==> src/rtl/fifo_rptr_empty.sv <==
// Read-side pointer and empty/level logic for an asynchronous FIFO.
// Synchronizes the Gray write pointer into the read domain and produces the flags.
module fifo_rptr_empty #(
    parameter int ADDRESS  = 3,
    parameter int AE_LEVEL = 1
) (
    input  logic               R_CLK,
    input  logic               R_RST,
    input  logic               R_INC,
    input  logic [ADDRESS:0]   W_PTR_ASYNC,
    output logic [ADDRESS-1:0] R_ADDR,
    output logic [ADDRESS:0]   R_PTR,
    output logic               R_EMPTY,
    output logic               R_ALMOST_EMPTY,
    output logic [ADDRESS:0]   R_LEVEL,
    output logic               R_UNDERFLOW
);

    localparam logic [ADDRESS:0] AE_THRESH = (ADDRESS+1)'(AE_LEVEL);

    logic [ADDRESS:0] rq1_reg;
    logic [ADDRESS:0] rq2_reg;
    logic [ADDRESS:0] rbin_reg;
    logic [ADDRESS:0] rbin_next;
    logic [ADDRESS:0] rgray_next;
    logic [ADDRESS:0] wbin_s;
    logic [ADDRESS:0] level_next;
    logic             pop;

    // Plain two-stage synchronizer for the Gray write pointer.
    always_ff @(posedge R_CLK or posedge R_RST) begin
        if (R_RST) begin
            rq1_reg <= '0;
            rq2_reg <= '0;
        end else begin
            rq1_reg <= W_PTR_ASYNC;
            rq2_reg <= rq1_reg;
        end
    end

    // Each binary bit is the XOR of all Gray bits at or above it.
    genvar gi;
    generate
        for (gi = 0; gi <= ADDRESS; gi++) begin : g_gray2bin
            assign wbin_s[gi] = ^rq2_reg[ADDRESS:gi];
        end
    endgenerate

    always_comb begin
        pop        = R_INC & ~R_EMPTY;
        rbin_next  = rbin_reg + (ADDRESS+1)'(pop);
        rgray_next = (rbin_next >> 1) ^ rbin_next;
        level_next = wbin_s - rbin_next;
    end

    always_ff @(posedge R_CLK or posedge R_RST) begin
        if (R_RST) begin
            rbin_reg       <= '0;
            R_PTR          <= '0;
            R_EMPTY        <= 1'b1;
            R_ALMOST_EMPTY <= 1'b1;
            R_LEVEL        <= '0;
            R_UNDERFLOW    <= 1'b0;
        end else begin
            rbin_reg       <= rbin_next;
            R_PTR          <= rgray_next;
            R_EMPTY        <= (rgray_next == rq2_reg);
            R_LEVEL        <= level_next;
            R_ALMOST_EMPTY <= (level_next <= AE_THRESH);
            R_UNDERFLOW    <= R_INC & R_EMPTY;
        end
    end

    assign R_ADDR = rbin_reg[ADDRESS-1:0];

endmodule

==> config.mk <==
export PLATFORM = sky130hd
export DESIGN_NAME = fifo_rptr_empty
export DESIGN_NICKNAME = d
export VERILOG_FILES = /design/src/rtl/fifo_rptr_empty.sv
export SDC_FILE = /design/constraint.sdc
export NUM_CORES = 1
export LEC_CHECK = 0
export BUFFER_PORTS_ARGS = -buffer_cell sky130_fd_sc_hd__clkbuf_2
export CAP_MARGIN = 20
export CORE_UTILIZATION = 50
export CTS_BUF_LIST = sky130_fd_sc_hd__clkbuf_4
export DETAILED_ROUTE_END_ITERATION = 6
export HOLD_SLACK_MARGIN = 0.15
export PLACE_DENSITY = 0.75
export SLEW_MARGIN = 30
export SYNTH_ARGS = -nofsm -noshare
export SYNTH_HDL_FRONTEND = slang
export SYNTH_SLANG_ARGS = --single-unit
==> constraint.sdc <==
create_clock -name R_CLK -period 4.9 [get_ports R_CLK]
set_input_delay 0.245 -clock R_CLK [delete_from_list [all_inputs] [get_ports R_CLK]]
set_output_delay 0.245 -clock R_CLK [all_outputs]
set_load 0.02 [all_outputs]
==> results.txt <==
The worst setup path is of the in2reg kind. The most prevalent standard cell on the critical path is sky130_fd_sc_hd__ha_1. Dividing the detail-routed via count by the number of cells gives 4.62. In this run the number of H-tree levels came out at 1. The initial core utilization is 53.3%.

The worst hold slack came out at 361 ps. The area of the mapped netlist is 911 sq um. The cell count after placement is 110.

The clock period minus worst slack came out at 2600 ps. The instance count of the mapped netlist is 66. The worst hold path class is reg2reg. At the end of routability-driven placement, the weighted congestion stood at 0.736. The number of DRC markers after the initial detailed-route iteration is 5.

Setup repair after global routing left no endpoint under its margin. The flow ran to the end, and the final reports show no timing, DRC or antenna violations. The quantity of I/O buffers inserted on ports is 20. Power spread over the standard cell area amounts to 730 nW/um^2.

The proportion of layout cells with a drive suffix above 1 is 33.7%. The data required time at the worst endpoint came out at 5100 ps. The final count of pins violating max slew is 0. The async set-or-reset flop fraction in the synthesized netlist is 100%. The count of distinct cell types in the synthesized netlist came out at 25.

The worst slew margin relative to its limit is 47.6%. The later-pin clock latency in the skew report came out at 300 ps. The portion of the clock cycle consumed by the worst path in the final layout came out at 53.1%. The first-pass GRT wire length is 2000 microns. Entering global routing, the biggest net connects 23 pins. The number of nets in the layout came out at 107. The clock root buffer is sky130_fd_sc_hd__clkbuf_4.

The clock edge transition at the registers on the reported setup and hold paths is 120 ps. The hold path depth is 0. The number of placed I/O pins came out at 21. The number of iterations in the first detailed-routing pass came out at 2. The synthesis-stage register bit count is 22. After the flow finishes, the layout carries non-filler instances totaling 120. The biggest fanout along the worst timing path came out at 8.

The number of setup buffers added after CTS is 0. The die boundary width came out at 44.7 microns. The sink count of the clock tree is 22. The area of the core came out at 1710 sq um. The remaining antenna violation count is 0. The worst setup path is captured at a flop.

The number of vias in the routed layout came out at 554. The maximum root-to-sink buffer count came out at 2. The count of endpoints failing setup in the final report is 0. TritonCTS built the clock tree. The via count of the first global-routing pass is 471.

The overall routing resource usage came out at 14.6%. The total half-perimeter wirelength after legalization and detailed placement is 984 microns. The upper clock frequency limit is 384 MHz. The cell with the largest stage delay on the worst path is sky130_fd_sc_hd__dlygate4sd3_1. The number of standard-cell rows in the floorplan came out at 15. The count of final hold-check violations came to 0.

Across the run, the number of max-cap violations was 0. The clock arrives with 4.31 ps of skew. Traced cell by cell, the critical path runs through dlygate4sd3_1, clkbuf_2, nor2b_1, ha_1, ha_1, xor2_1, ha_1, a211o_1, and3_1, or2_2. The depth of the worst register-to-register path is 8. The peak supply drop came out at 363 uV. The full die area came out at 2000 sq um. The leakage power figure is 0.536 nW. Data on the critical path arrives at its endpoint at 2800 ps. The relative area change from synthesis to final layout came out at 26.2%. In this design, the stage delay of the slowest critical-path cell is 540 ps. Among all flip-flop cells after synthesis, the most frequent one is sky130_fd_sc_hd__dfrtp_1. The number of antenna cells inserted came out at 0. Counting every net in the synthesized netlist gives 77. At the pin with the least slew margin, the transition time is 785 ps. Sequential elements use 60.7% of the synthesized area. The initial antenna violation count is 0. The type of element launching the critical path is a primary input. The total CTS buffers is 3. The synthesized design contains 0 enable-type register cells. The total negative setup slack came out at 0 ps. The y dimension of the die is 44.7 microns. The post-detailed-route wirelength per cell is 11.4 microns. The number of design rule violations left after detail routing came out at 0. The per-instance average area after synthesis came out at 13.8 sq um. The total wirelength of the detailed-routed design came out at 1360 microns. The number of synthesis warnings came out at 0. The sum of overflow across all layers after global routing came out at 0.
-- cell usage in the layout (no fill, tap or decap), drive strengths merged, types with 2 or more instances in the layout --
cell	count
a211o	2
and2	2
dfstp	2
dlygate4sd3	6
xor2	4
inv	4
maj3	2
clkbuf	23
nand2	2
dfrtp	20
ha	4
nor2b	2
xnor2	11
-- what timing repair did --
action | in CTS | in global routing
resized for setup | 0 | 0
hold buffers | 5 | 1
hold endpoints to repair | 24 | 1
-- kinds of logic (layout without fill, tap and decap cells) --
family                   after synthesis  count (layout)  share of synthesized area, %
AO/OA/AOI/OAI                          6               6                          5.77
adder cells (fa/ha/maj)                6               6                          7.83
buffers and inverters                  5              34                          2.20
flip-flops                            22              22                          60.7
XOR/XNOR                              15              15                          15.2
AND/OR/NAND/NOR                       11              11                          7.01
multiplexers                           1               1                          1.24
-- synth_stat cells, drive strengths merged, types with 2 or more instances --
cell type / instances / share of area (%)
dfrtp: 20 / 55
xnor2: 11 / 11
and2: 2 / 1.5
nor2b: 2 / 1.4
ha: 4 / 5.5
dfstp: 2 / 5.8
inv: 4 / 1.6
nand2: 2 / 0.82
xor2: 4 / 4.7
a211o: 2 / 1.9
maj3: 2 / 2.3
-- critical path: cells and delay by family --
family,cells,cell delay [ps]
fa+ha+maj,3,860
buf+inv,2,650
simple gates,3,580
compound gates,1,250
xor+xnor,1,210
-- layer usage --
metal | track usage [%] | share of wire [%]
met5 | 0 | 0
met1 | 15.7 | 44
met2 | 26.2 | 51
met3 | 2.45 | 3.7
met4 | 9.09 | 1.5
-- power breakdown --
group	internal (mW)	switching [mW]
Clock	0.0827	0.0525
Sequential	0.243	0.0278
Combinational	0.188	0.246
-- cell type report --
type / instances / area [sq um]
Fill cell: 125 / 558
Sequential cell: 22 / 553
Inverter: 4 / 15.0
Clock inverter: 1 / 30.0
Tap cell: 25 / 31.3
Clock buffer: 3 / 22.5
Multi-Input combinational cell: 39 / 338
Timing Repair Buffer: 26 / 160
-- final timing paths --
| kind | end | startpoint | slack, ps |
|---|---|---|---|
| worst max-delay path | R_LEVEL[2] | R_INC | 2300 |
| worst min-delay path | rq2_reg[3] | rq1_reg[3] | 360 |
| worst max register to register | R_LEVEL[2] | R_EMPTY | 2420 |
| worst min register to register | rq2_reg[3] | rq1_reg[3] | 360 |
| max in group asynchronous | R_UNDERFLOW | R_RST | 3810 |
| min in group asynchronous | rq1_reg[0] | R_RST | 600 |
-- stage by stage --
stage / util (%) / area, sq um / power [mW] / setup WS (ps)
floorplan: - / 911 / 0.605 / 2470
global placement: 60.7 / 1040 / 0.699 / 2470
detailed placement: 60.7 / 1040 / 0.706 / 2440
CTS: 66.7 / 1140 / 0.846 / 2420
global route: 67.3 / 1150 / 0.894 / 2220
finish: 67.3 / 1150 / 0.839 / 2300
Note: power is estimated with default switching activity, not from simulation.
